### src/rtl/watch_time_counter.sv
// 24-hour BCD watch time counter with a synchronised 1 Hz tick and a three-state
// set/run mode machine. All outputs are registered; MODE exposes the FSM state.
module watch_time_counter #(
  parameter int SYNC_STAGES = 2
) (
  input  logic       CLOCK,
  input  logic       RST_N,
  input  logic       TICK_1HZ,
  input  logic       KEY_MODE,
  input  logic       KEY_INC,
  output logic [7:0] SEC_BCD,
  output logic [7:0] MIN_BCD,
  output logic [7:0] HOUR_BCD,
  output logic [1:0] MODE,
  output logic       DAY_PULSE
);

  localparam logic [1:0] ST_RUN      = 2'b00;
  localparam logic [1:0] ST_SET_HOUR = 2'b01;
  localparam logic [1:0] ST_SET_MIN  = 2'b10;

  logic [SYNC_STAGES-1:0] sync_q;
  logic                   edge_q;
  logic                   tick;
  logic [1:0]             mode_q, mode_d;
  logic [7:0]             sec_q, sec_d;
  logic [7:0]             min_q, min_d;
  logic [7:0]             hour_q, hour_d;
  logic                   day_q, day_d;

  // BCD 00..59 increment with wrap to 00.
  function automatic logic [7:0] bcd_inc60(input logic [7:0] v);
    if (v[3:0] == 4'd9) begin
      if (v[7:4] == 4'd5) return 8'h00;
      return {v[7:4] + 4'd1, 4'd0};
    end
    return {v[7:4], v[3:0] + 4'd1};
  endfunction

  // BCD 00..23 increment with wrap to 00.
  function automatic logic [7:0] bcd_inc24(input logic [7:0] v);
    if (v == 8'h23) return 8'h00;
    if (v[3:0] == 4'd9) return {v[7:4] + 4'd1, 4'd0};
    return {v[7:4], v[3:0] + 4'd1};
  endfunction

  // Rising edge of the synchronised tick; the edge flop resets low so a level
  // already high at reset release still yields one event.
  assign tick = sync_q[SYNC_STAGES-1] & ~edge_q;

  // Priority: KEY_MODE, then KEY_INC (only meaningful in the SET states), then tick.
  always_comb begin
    mode_d = mode_q;
    sec_d  = sec_q;
    min_d  = min_q;
    hour_d = hour_q;
    day_d  = 1'b0;
    if (KEY_MODE) begin
      case (mode_q)
        ST_RUN: begin
          mode_d = ST_SET_HOUR;
          sec_d  = 8'h00;
        end
        ST_SET_HOUR: mode_d = ST_SET_MIN;
        default:     mode_d = ST_RUN;
      endcase
    end else if (KEY_INC && mode_q == ST_SET_HOUR) begin
      hour_d = bcd_inc24(hour_q);
    end else if (KEY_INC && mode_q == ST_SET_MIN) begin
      min_d = bcd_inc60(min_q);
    end else if (tick && mode_q == ST_RUN) begin
      sec_d = bcd_inc60(sec_q);
      if (sec_q == 8'h59) begin
        min_d = bcd_inc60(min_q);
        if (min_q == 8'h59) begin
          hour_d = bcd_inc24(hour_q);
          day_d  = (hour_q == 8'h23);
        end
      end
    end
  end

  always_ff @(posedge CLOCK or negedge RST_N) begin
    if (!RST_N) begin
      sync_q <= '0;
      edge_q <= 1'b0;
      mode_q <= ST_RUN;
      sec_q  <= 8'h00;
      min_q  <= 8'h00;
      hour_q <= 8'h00;
      day_q  <= 1'b0;
    end else begin
      sync_q <= {sync_q[SYNC_STAGES-2:0], TICK_1HZ};
      edge_q <= sync_q[SYNC_STAGES-1];
      mode_q <= mode_d;
      sec_q  <= sec_d;
      min_q  <= min_d;
      hour_q <= hour_d;
      day_q  <= day_d;
    end
  end

  assign SEC_BCD   = sec_q;
  assign MIN_BCD   = min_q;
  assign HOUR_BCD  = hour_q;
  assign MODE      = mode_q;
  assign DAY_PULSE = day_q;

endmodule
### config.mk
export PLATFORM = sky130hd
export DESIGN_NAME = watch_time_counter
export DESIGN_NICKNAME = d
export VERILOG_FILES = /design/src/rtl/watch_time_counter.sv
export SDC_FILE = /design/constraint.sdc
export NUM_CORES = 1
export LEC_CHECK = 0
export BUFFER_PORTS_ARGS = -buffer_cell sky130_fd_sc_hd__buf_2
export CORE_MARGIN = 1.5
export CORE_UTILIZATION = 35
export CTS_BUF_LIST = sky130_fd_sc_hd__clkbuf_8
export DETAILED_ROUTE_END_ITERATION = 8
export HOLD_SLACK_MARGIN = 0.12
export REMOVE_ABC_BUFFERS = 1
export SLEW_MARGIN = 20
export SYNTH_ARGS = -nofsm -noshare
export SYNTH_HDL_FRONTEND = slang
export SYNTH_SLANG_ARGS = --single-unit
### constraint.sdc
create_clock -name CLOCK -period 4.4 [get_ports CLOCK]
set_input_delay 0.44 -clock CLOCK [delete_from_list [all_inputs] [get_ports CLOCK]]
set_output_delay 0.44 -clock CLOCK [all_outputs]
set_load 0.03 [all_outputs]
== Word level (Yosys, flattened, before mapping) ==
Index checks and enable logic that the tools add are counted.
Storage, ports and cells
  logic and storage cells: 142
  flip-flop bits (word level): 30
  input bits: 5
Operators by class
  bitwise logic cells: 4
  reduce and logical (&&, ||, !) cells: 19
  multiplexer cells: 87
  equal/unequal tests: 16
  add/subtract/negate cells: 6
Operators with widths (number)
  8-bit 2-to-1 mux: 30
  1-bit 2-to-1 mux: 56
  4-bit by 1-bit adder with 4-bit output, second input constant: 6
  8-bit by 7-bit equality test with 1-bit output, second input constant: 2
  2-bit nonzero test: 8
  4-bit equality test, second input constant: 3
  5-bit AND reduction: 2
  4-bit by 3-bit equality test with 1-bit output, second input constant: 2
  8-bit by 6-bit equality test with 1-bit output, second input constant: 1
  4-bit AND reduction: 2
  7-bit AND reduction: 1
  2-bit inequality test, second input constant: 3
  6-bit AND reduction: 1
  2-bit by 1-bit inequality test with 1-bit output, second input constant: 2
  2-bit one-hot mux with 2 select lines: 1
  1-bit logical AND: 3
  3-bit by 1-bit inequality test with 1-bit output, second input constant: 1
  1-bit inverter: 3
  3-bit nonzero test: 1
  2-bit by 1-bit equality test with 1-bit output, second input constant: 1
  2-bit equality test, second input constant: 1
  2-bit logical NOT: 1
  1-bit bitwise AND: 1

== Depth between registers and ports, before layout ==
Gate-level depths: netlist of run 1.
  depth after elaboration: 22
  depth in mapped cells: 8
  depth with buffers taken out: 7

== Worst setup path before layout of run 1 ==
OpenSTA, ideal clock, no wires.
  path type: register to register
  start point: reg sec_q[1], in the netlist SEC_BCD[1]
  end point: reg min_q[3], in the netlist MIN_BCD[3]
  slack: 2243 ps
  data arrival time: 2031 ps
  stages on the path, launching flop included: 9
  path buffers: 1
  cell sequence: dfrtp_1 inv_1 ha_1 and3b_1 clkbuf_1 a32o_2 and3_1 and4b_1 a221o_1
On the way
  word-level cells in the longest chain between the ends: 3
RTL lines
  start: declaration: line 26  | logic [7:0] sec_q, sec_d;
  start signal: assignment: line 88  | sec_q <= 8'h00;
  start signal: assignment: line 96  | sec_q <= sec_d;
  8-bit by 7-bit equality test with 1-bit output: line 73  | if (sec_q == 8'h59) begin
  2-bit nonzero test (no source line)
  4-bit AND reduction (no source line)
  end signal: assignment: line 97  | min_q <= min_d;
  end: declaration: line 27  | logic [7:0] min_q, min_d;
Every way passes these cells.
A chain may end at the register's enable or synchronous reset.

== Final worst setup path of run 1 ==
  start point: reg sec_q[0], in the netlist SEC_BCD[0]
  end point: reg min_q[3], in the netlist MIN_BCD[3]
Same word-level chain as after synthesis.

==> results of run 1 <==
[stage by stage]
| step | utilization | power, mW |
|---|---|---|
| 2_1_floorplan | - | 0.679 |
| 3_3_place_gp | 0.416 | 0.786 |
| 3_5_place_dp | 0.416 | 0.790 |
| 4_1_cts | 0.433 | 0.994 |
| 5_1_grt | 0.433 | 1.05 |
| 6_report | 0.433 | 0.978 |
[layer usage]
metal  global-route usage  up-vias  share of wire
met5                    0        -              0
met4               0.0629        0          0.018
met3               0.0356        7          0.057
met2                0.206       36           0.44
met1                0.186      590           0.49
li1                     -      628              -
[cell type report]
type	instances	area [µm²]
fill	427	2490
tap	52	65.1
clock inverter	2	7.51
multi-input combinational	113	817
clock buffer	5	68.8
timing repair buffer	31	155
inverter	9	33.8
sequential	30	751
[critical path, stage by stage, from the launching register on]
cell,delay (ns)
sky130_fd_sc_hd__dfrtp_1,0.43
sky130_fd_sc_hd__ha_1,0.23
sky130_fd_sc_hd__and3b_1,0.26
sky130_fd_sc_hd__a32o_2,0.33
sky130_fd_sc_hd__and3_1,0.24
sky130_fd_sc_hd__and4b_1,0.19
sky130_fd_sc_hd__a221o_1,0.25
[kinds of logic (layout without fill, tap and decap cells)]
| group | after synthesis | after routing | synth area share |
|---|---|---|---|
| XOR/XNOR | 5 | 5 | 0.0272 |
| AO/OA/AOI/OAI | 32 | 32 | 0.139 |
| flip-flops | 30 | 30 | 0.467 |
| adder cells (fa/ha/maj) | 10 | 10 | 0.0778 |
| multiplexers | 3 | 3 | 0.0210 |
| buffers and inverters | 11 | 47 | 0.0257 |
| AND/OR/NAND/NOR | 63 | 63 | 0.243 |
[flip-flops by register name, indices dropped and copies added (netlist names)]
register	cells
HOUR_BCD	8
MIN_BCD	8
SEC_BCD	8
MODE	2
sync_q	2
DAY_PULSE	1
edge_q	1
[path summary, 6_finish.rpt]
check,cells past startpoint,to,slack [ns],start
max,6,MIN_BCD[3],2.35,SEC_BCD[0]
min,1,SEC_BCD[1],0.19,RST_N
max reg2reg,6,MIN_BCD[3],2.35,SEC_BCD[0]
min reg2reg,0,sync_q[1],0.35,sync_q[0]
max in group asynchronous,1,MIN_BCD[0],3.77,RST_N
min in group CLOCK,1,sync_q[0],0.27,TICK_1HZ
[Yosys cell counts, types with 2 or more instances]
| cell | instances |
|---|---|
| sky130_fd_sc_hd__nand3_1 | 7 |
| sky130_fd_sc_hd__or3_1 | 2 |
| sky130_fd_sc_hd__o31ai_1 | 3 |
| sky130_fd_sc_hd__mux2_2 | 3 |
| sky130_fd_sc_hd__xor2_1 | 2 |
| sky130_fd_sc_hd__dfrtp_1 | 30 |
| sky130_fd_sc_hd__ha_1 | 10 |
| sky130_fd_sc_hd__and3_1 | 3 |
| sky130_fd_sc_hd__nand3b_1 | 3 |
| sky130_fd_sc_hd__nand2_1 | 17 |
| sky130_fd_sc_hd__xnor2_1 | 3 |
| sky130_fd_sc_hd__a21oi_1 | 7 |
| sky130_fd_sc_hd__inv_1 | 9 |
| sky130_fd_sc_hd__nor2_1 | 10 |
| sky130_fd_sc_hd__o21ai_0 | 7 |
| sky130_fd_sc_hd__nor3_1 | 4 |
| sky130_fd_sc_hd__a21o_1 | 4 |
| sky130_fd_sc_hd__and3b_1 | 3 |
| sky130_fd_sc_hd__clkbuf_1 | 2 |
| sky130_fd_sc_hd__nor2b_1 | 2 |
| sky130_fd_sc_hd__o41ai_1 | 3 |
[power by group through the flow]
stage | combinational, mW | sequential [mW] | clock (mW)
6_report | 0.360 | 0.420 | 0.198
4_1_cts | 0.364 | 0.423 | 0.208
3_5_place_dp | 0.363 | 0.427 | 0
3_3_place_gp | 0.360 | 0.427 | 0
2_1_floorplan | 0.161 | 0.518 | 0
5_1_grt | 0.396 | 0.434 | 0.221
==> run_summary.xml, run 1 <==
<?xml version="1.0" encoding="UTF-8"?>
<metrics>
  <group name="routing">
    <metric name="antenna_left" unit="">0</metric>
    <metric name="detail_route.iter0.violations" unit="">61</metric>
    <metric name="routed_wire_length_per_instance" unit="µm">12.9</metric>
    <metric name="initial_drt_pass_iterations" unit="">4</metric>
    <metric name="via_count" unit="">1261</metric>
    <metric name="remaining_drc_errors" unit="">0</metric>
    <metric name="detail_route.wirelength" unit="µm">3120</metric>
    <metric name="vias_per_cell" unit="">5.21</metric>
  </group>
  <group name="setup_path">
    <metric name="critPathMaxFanout" unit="">7</metric>
    <metric name="cp-end-kind" unit="">flop</metric>
    <metric name="worst_ep_required_time" unit="ns">4.56</metric>
    <metric name="critical_path_class" unit="">reg -&gt; reg</metric>
    <metric name="worst_setup_path_start_kind" unit="">flop</metric>
    <metric name="crit_arrival" unit="ns">2.21</metric>
  </group>
  <group name="job">
    <metric name="timing.max_cap.violations" unit="">0</metric>
  </group>
  <group name="placement">
    <metric name="numPlacedInstances" unit="">235</metric>
    <metric name="placement.setup.worst_slack" unit="ns">2.37</metric>
    <metric name="numPortBuffers" unit="">31</metric>
    <metric name="place_hpwl" unit="µm">2250</metric>
    <metric name="post_dp_area" unit="µm²">1820</metric>
    <metric name="gp_routability_congestion" unit="">0.757</metric>
  </group>
  <group name="power">
    <metric name="power.combinational.fraction" unit="">0.368</metric>
    <metric name="clock_power_share" unit="">0.202</metric>
    <metric name="power_switching" unit="mW">0.411</metric>
    <metric name="p_leak" unit="nW">0.966</metric>
    <metric name="intPower" unit="mW">0.567</metric>
    <metric name="switching_share" unit="">0.421</metric>
    <metric name="ir_drop" unit="mV">0.291</metric>
    <metric name="sequentialPowerShare" unit="">0.429</metric>
    <metric name="p_per_area" unit="nW/µm²">515</metric>
  </group>
  <group name="sta">
    <metric name="period_minus_slack" unit="ns">2.05</metric>
    <metric name="timing.final.ws_setup" unit="ns">2.35</metric>
    <metric name="final_hold_viol_count" unit="">0</metric>
    <metric name="fin_hold_ws" unit="ns">0.194</metric>
    <metric name="grt_setup_unrepaired" unit="">false</metric>
    <metric name="finClkSkew" unit="ns">0.00255</metric>
    <metric name="layout_worst_path_cycle_share" unit="">0.467</metric>
    <metric name="fin_setup_tns" unit="ns">0</metric>
    <metric name="worst_slew_pin_slew" unit="ns">0.669</metric>
    <metric name="maxSlewHeadroom" unit="">0.554</metric>
    <metric name="timing.fmax" unit="GHz">0.487</metric>
    <metric name="setup_viol_count_final" unit="">0</metric>
    <metric name="slew_viol_final" unit="">0</metric>
  </group>
  <group name="global_routing">
    <metric name="antenna_found_initial" unit="">0</metric>
    <metric name="grt_pass1_vias" unit="">1220</metric>
    <metric name="grt_first_pass_wirelength" unit="µm">5460</metric>
    <metric name="grt_remaining_overflow" unit="">0</metric>
    <metric name="grt_util_all_layers" unit="">0.137</metric>
    <metric name="grt_max_degree" unit="">31</metric>
  </group>
  <group name="die">
    <metric name="std_cell_rows" unit="">24</metric>
    <metric name="fp.coreArea" unit="µm²">4380</metric>
    <metric name="fp.dieArea" unit="µm²">5010</metric>
    <metric name="die-height" unit="µm">70.8</metric>
    <metric name="initial_core_util" unit="">0.367</metric>
    <metric name="die_x" unit="µm">70.8</metric>
    <metric name="ios" unit="">32</metric>
  </group>
  <group name="clock_network">
    <metric name="ctsHtreeMaxLevel" unit="">2</metric>
    <metric name="cts_setup_buffers" unit="">0</metric>
    <metric name="cts_tree" unit="">yes</metric>
    <metric name="cts.reportedPaths.clkPinSlew" unit="ns">0.06</metric>
    <metric name="clock_path_buffers" unit="">2</metric>
    <metric name="cts_hold_buf" unit="">0</metric>
    <metric name="ctsRootBufferMaster" unit="">sky130_fd_sc_hd__clkbuf_8</metric>
    <metric name="post_cts.resized_instances" unit="">0</metric>
    <metric name="cts_buffers" unit="">5</metric>
    <metric name="clock-sinks" unit="">30</metric>
    <metric name="clock_insertion_delay_worst_skew" unit="ns">0.27</metric>
  </group>
  <group name="yosys">
    <metric name="yosys.area.top_type" unit="">sky130_fd_sc_hd__dfrtp_1</metric>
    <metric name="synth_async_sr_flop_share" unit="">1.00</metric>
    <metric name="area_share_of_the_leading_cell_type_in_the_synthesized_netlist" unit="">0.467</metric>
    <metric name="total_standard_cell_area_after_synthesis" unit="µm²">1610</metric>
    <metric name="synth.area.top_cells" unit="">sky130_fd_sc_hd__dfrtp_1 (47%), sky130_fd_sc_hd__ha_1 (7.8%), sky130_fd_sc_hd__nand2_1 (4.0%)</metric>
    <metric name="syn_inst_count" unit="">154</metric>
    <metric name="ys_ff_latch" unit="">30</metric>
    <metric name="number_of_synthesized_flops_with_an_enable_pin" unit="">0</metric>
    <metric name="synth_sequential_area_ratio" unit="">0.467</metric>
    <metric name="postSynthAreaPerCell" unit="µm²">10.4</metric>
    <metric name="synth-warning-count" unit="">0</metric>
    <metric name="yosys_most_used_dff" unit="">sky130_fd_sc_hd__dfrtp_1</metric>
    <metric name="yosys.cell_types.count" unit="">41</metric>
  </group>
  <group name="cells_and_area">
    <metric name="finish.net_count" unit="">205</metric>
    <metric name="layout-drive-gt1-share" unit="">0.247</metric>
    <metric name="antenna-diode-count" unit="">0</metric>
    <metric name="layout_commonest_cell" unit="">sky130_fd_sc_hd__buf_2</metric>
    <metric name="finalNonFillerCells" unit="">242</metric>
    <metric name="mostFrequentLayoutCells" unit="">sky130_fd_sc_hd__buf_2 (31), sky130_fd_sc_hd__dfrtp_1 (30), sky130_fd_sc_hd__nand2_1 (17), sky130_fd_sc_hd__inv_1 (11)</metric>
    <metric name="post_route_cell_area" unit="µm²">1900</metric>
    <metric name="synthToLayoutAreaGrowth" unit="%">18.0</metric>
  </group>
  <group name="worst_hold_path">
    <metric name="timing.hold.worst.class" unit="">in -&gt; async</metric>
  </group>
  <group name="run_status">
    <metric name="result_of_the_run" unit="">completed</metric>
  </group>
</metrics>
Note: power is estimated with default switching activity, not from simulation.
==> run 2: changes to the inputs <==
ABC_AREA = 1   (was not set)
clock period = 2.1 ns   (was 4.4 ns; I/O delays follow)
==> run 2 against run 1 <==
Effect of this change:
- worst setup slack worse by 1.8 ns
- via count is 15% higher
- synthesized cell count grew 32%
- sequential share of layout area fell by 4.4 points
- register-to-register slack worse by 1.8 ns
- non-clock buffer count is 2 higher
==> run_summary.xml, run 2 <==
<?xml version="1.0" encoding="UTF-8"?>
<metrics>
  <group name="yosys">
    <metric name="postSynthAreaPerCell" unit="µm²">8.85</metric>
    <metric name="synth.area.top_cells" unit="">sky130_fd_sc_hd__dfrtp_1 (42%), sky130_fd_sc_hd__nand2_1 (8.1%), sky130_fd_sc_hd__ha_1 (7.0%)</metric>
    <metric name="synth_top_cells_by_count" unit="">sky130_fd_sc_hd__nand2_1 (39), sky130_fd_sc_hd__dfrtp_1 (30), sky130_fd_sc_hd__nand3_1 (18), sky130_fd_sc_hd__nor2_1 (18), sky130_fd_sc_hd__inv_1 (15)</metric>
    <metric name="ys_ff_latch" unit="">30</metric>
    <metric name="synth_sequential_area_ratio" unit="">0.418</metric>
    <metric name="yosys.area.top_type" unit="">sky130_fd_sc_hd__dfrtp_1</metric>
    <metric name="total_standard_cell_area_after_synthesis" unit="µm²">1800</metric>
    <metric name="post-synth-top-count-cell" unit="">sky130_fd_sc_hd__nand2_1</metric>
    <metric name="area_share_of_the_leading_cell_type_in_the_synthesized_netlist" unit="">0.418</metric>
    <metric name="syn_inst_count" unit="">203</metric>
    <metric name="yosys_most_used_dff" unit="">sky130_fd_sc_hd__dfrtp_1</metric>
    <metric name="synth-warning-count" unit="">0</metric>
    <metric name="yosys.cell_types.count" unit="">32</metric>
    <metric name="synth_async_sr_flop_share" unit="">1.00</metric>
    <metric name="number_of_synthesized_flops_with_an_enable_pin" unit="">0</metric>
  </group>
  <group name="cells_and_area">
    <metric name="area_of_the_multi_input_gates" unit="µm²">971</metric>
    <metric name="layout_commonest_cell" unit="">sky130_fd_sc_hd__nand2_1</metric>
    <metric name="synthToLayoutAreaGrowth" unit="%">18.8</metric>
    <metric name="finish.net_count" unit="">258</metric>
    <metric name="mostFrequentLayoutCells" unit="">sky130_fd_sc_hd__nand2_1 (39), sky130_fd_sc_hd__buf_2 (31), sky130_fd_sc_hd__dfrtp_1 (30), sky130_fd_sc_hd__nor2_1 (18), sky130_fd_sc_hd__nand3_1 (18)</metric>
    <metric name="antenna-diode-count" unit="">0</metric>
    <metric name="fill_cells" unit="">496</metric>
    <metric name="layout.area.seq" unit="µm²">751</metric>
    <metric name="finalNonFillerCells" unit="">310</metric>
    <metric name="layout-drive-gt1-share" unit="">0.292</metric>
  </group>
  <group name="placement">
    <metric name="numPortBuffers" unit="">31</metric>
    <metric name="gp_routability_congestion" unit="">0.758</metric>
    <metric name="place_hpwl" unit="µm">2580</metric>
    <metric name="numPlacedInstances" unit="">301</metric>
  </group>
  <group name="setup_path">
    <metric name="cp-end-kind" unit="">flop</metric>
    <metric name="r2r-end" unit="">HOUR_BCD[4]</metric>
    <metric name="worst_ep_required_time" unit="ns">2.27</metric>
    <metric name="crit_arrival" unit="ns">1.76</metric>
    <metric name="critPathMaxFanout" unit="">6</metric>
    <metric name="startpoint" unit="">HOUR_BCD[1]</metric>
    <metric name="worst_setup_path_start_kind" unit="">flop</metric>
    <metric name="critical_path.reg2reg.startpoint" unit="">HOUR_BCD[1]</metric>
    <metric name="reg2reg_slack" unit="ns">0.52</metric>
    <metric name="ff2ff_path_depth" unit="">7</metric>
    <metric name="critical_path_class" unit="">reg -&gt; reg</metric>
  </group>
  <group name="sta">
    <metric name="fin_setup_tns" unit="ns">0</metric>
    <metric name="setup_viol_count_final" unit="">0</metric>
    <metric name="worst_slew_pin_slew" unit="ns">0.685</metric>
    <metric name="maxSlewHeadroom" unit="">0.543</metric>
    <metric name="period_minus_slack" unit="ns">1.58</metric>
    <metric name="slew_viol_final" unit="">0</metric>
    <metric name="layout_worst_path_cycle_share" unit="">0.755</metric>
    <metric name="timing.fmax" unit="GHz">0.631</metric>
    <metric name="grt_setup_unrepaired" unit="">false</metric>
    <metric name="finClkSkew" unit="ns">0.00591</metric>
    <metric name="final_hold_viol_count" unit="">0</metric>
  </group>
  <group name="global_routing">
    <metric name="grt_use_met1" unit="">0.204</metric>
    <metric name="grtUsageMet2" unit="">0.217</metric>
    <metric name="gr-max-usage-layer" unit="">met2</metric>
    <metric name="antenna_found_initial" unit="">0</metric>
    <metric name="grt_remaining_overflow" unit="">0</metric>
    <metric name="grt_pass1_vias" unit="">1352</metric>
    <metric name="grt_first_pass_wirelength" unit="µm">6200</metric>
    <metric name="use_met3" unit="">0.0442</metric>
    <metric name="grt_util_all_layers" unit="">0.147</metric>
    <metric name="grt_max_degree" unit="">31</metric>
  </group>
  <group name="clock_network">
    <metric name="cts_hold_buf" unit="">2</metric>
    <metric name="cts_buffers" unit="">5</metric>
    <metric name="cts_tree" unit="">yes</metric>
    <metric name="cts.reportedPaths.clkPinSlew" unit="ns">0.06</metric>
    <metric name="ctsHtreeMaxLevel" unit="">2</metric>
    <metric name="ctsRootBufferMaster" unit="">sky130_fd_sc_hd__clkbuf_8</metric>
    <metric name="clock_path_buffers" unit="">2</metric>
    <metric name="clock_insertion_delay_worst_skew" unit="ns">0.28</metric>
    <metric name="post_cts.resized_instances" unit="">0</metric>
    <metric name="cts_setup_buffers" unit="">0</metric>
    <metric name="clock-sinks" unit="">30</metric>
  </group>
  <group name="die">
    <metric name="ios" unit="">32</metric>
    <metric name="initial_core_util" unit="">0.371</metric>
    <metric name="fp.dieArea" unit="µm²">5570</metric>
    <metric name="die_x" unit="µm">74.7</metric>
    <metric name="die-height" unit="µm">74.7</metric>
    <metric name="std_cell_rows" unit="">25</metric>
    <metric name="fp.coreArea" unit="µm²">4850</metric>
  </group>
  <group name="worst_hold_path">
    <metric name="hold_path_end" unit="">MODE[1]</metric>
    <metric name="min_from" unit="">KEY_MODE</metric>
    <metric name="worst_hold_path.num_cells" unit="">2</metric>
    <metric name="timing.hold.worst.class" unit="">in -&gt; reg</metric>
  </group>
  <group name="power">
    <metric name="p_leak" unit="nW">1.11</metric>
    <metric name="p_per_area" unit="nW/µm²">1010</metric>
    <metric name="ir_drop" unit="mV">0.703</metric>
  </group>
  <group name="routing">
    <metric name="routed_wire_length_per_instance" unit="µm">11.3</metric>
    <metric name="detail_route.iter0.violations" unit="">69</metric>
    <metric name="remaining_drc_errors" unit="">0</metric>
    <metric name="detail_route.wirelength" unit="µm">3500</metric>
    <metric name="initial_drt_pass_iterations" unit="">4</metric>
    <metric name="antenna_left" unit="">0</metric>
    <metric name="vias_per_cell" unit="">4.68</metric>
    <metric name="via_count" unit="">1452</metric>
  </group>
  <group name="job">
    <metric name="timing.max_cap.violations" unit="">0</metric>
  </group>
  <group name="run_status">
    <metric name="result_of_the_run" unit="">completed</metric>
  </group>
</metrics>
run 2: changes by cell type after synthesis, sizes merged, moves of 4 or more:
cell   delta
nand2    +31
nor2     +16
nand3    +15
inv      +11
o21ai     +5
nand4     +4
run 2: metal layers:
layer,up-vias,share of wire,wire (µm)
met5,-,0,0
met4,0,0.017,60
li1,744,-,-
met2,24,0.45,1570
met3,7,0.041,142
met1,677,0.49,1730
run 2: metrics by stage:
stage           util  setup slack (ns)  area, µm²  total power [mW]  hold WS, ns
2_1_floorplan      -             0.550       1800              1.51      -0.0856
4_1_cts        0.440             0.501       2130              2.19        0.245
6_report       0.440             0.515       2130              2.16        0.256
3_5_place_dp   0.420             0.514       2040              1.74        0.299
5_1_grt        0.440             0.372       2130              2.33        0.274
3_3_place_gp   0.420             0.480       2040              1.73        0.302
run 2: kinds of logic (layout without fill, tap and decap cells):
kind of cell | count (synthesis) | count (layout) | share of synthesized area
and+or+nand+nor | 109 | 109 | 0.342
adders and majority gates | 10 | 10 | 0.0696
xor gates and xnor gates | 8 | 8 | 0.0432
buffers and inverters | 20 | 60 | 0.0418
muxes | 1 | 1 | 0.00557
DFF | 30 | 30 | 0.418
AOI/OAI and AO/OA | 25 | 25 | 0.0801
run 2: final cells by class:
cell class                      instances  area share
Multi-Input combinational cell        153       0.455
Clock inverter                          2     0.00469
Tap cell                               67      0.0393
Inverter                               20      0.0352
Clock buffer                            5      0.0322
Sequential cell                        30       0.352
Timing Repair Buffer                   33      0.0821
run 2: worst max path at each step:
stage               depth (start not counted)          end  slack [ns]
finish                                      7  HOUR_BCD[4]        0.52
global placement                            9  HOUR_BCD[7]        0.48
floorplan                                   8  HOUR_BCD[4]        0.55
CTS                                         9  HOUR_BCD[4]        0.50
detailed placement                          9  HOUR_BCD[4]        0.51
global route                                8  HOUR_BCD[4]        0.37
run 2: where the power goes:
group	switching [mW]	internal, mW	total (mW)
logic	0.583	0.296	0.879
registers	0.160	0.682	0.843
clock network	0.212	0.222	0.433
run 2: worst max-delay path, cell delays in order (launching register included):
cell and delay, ns:
sky130_fd_sc_hd__dfrtp_1 0.43, sky130_fd_sc_hd__inv_1 0.08, sky130_fd_sc_hd__ha_1 0.13, sky130_fd_sc_hd__nand3b_1 0.20
sky130_fd_sc_hd__nand2_1 0.23, sky130_fd_sc_hd__nand4_1 0.23, sky130_fd_sc_hd__nand2_1 0.12, sky130_fd_sc_hd__nand2_1 0.05
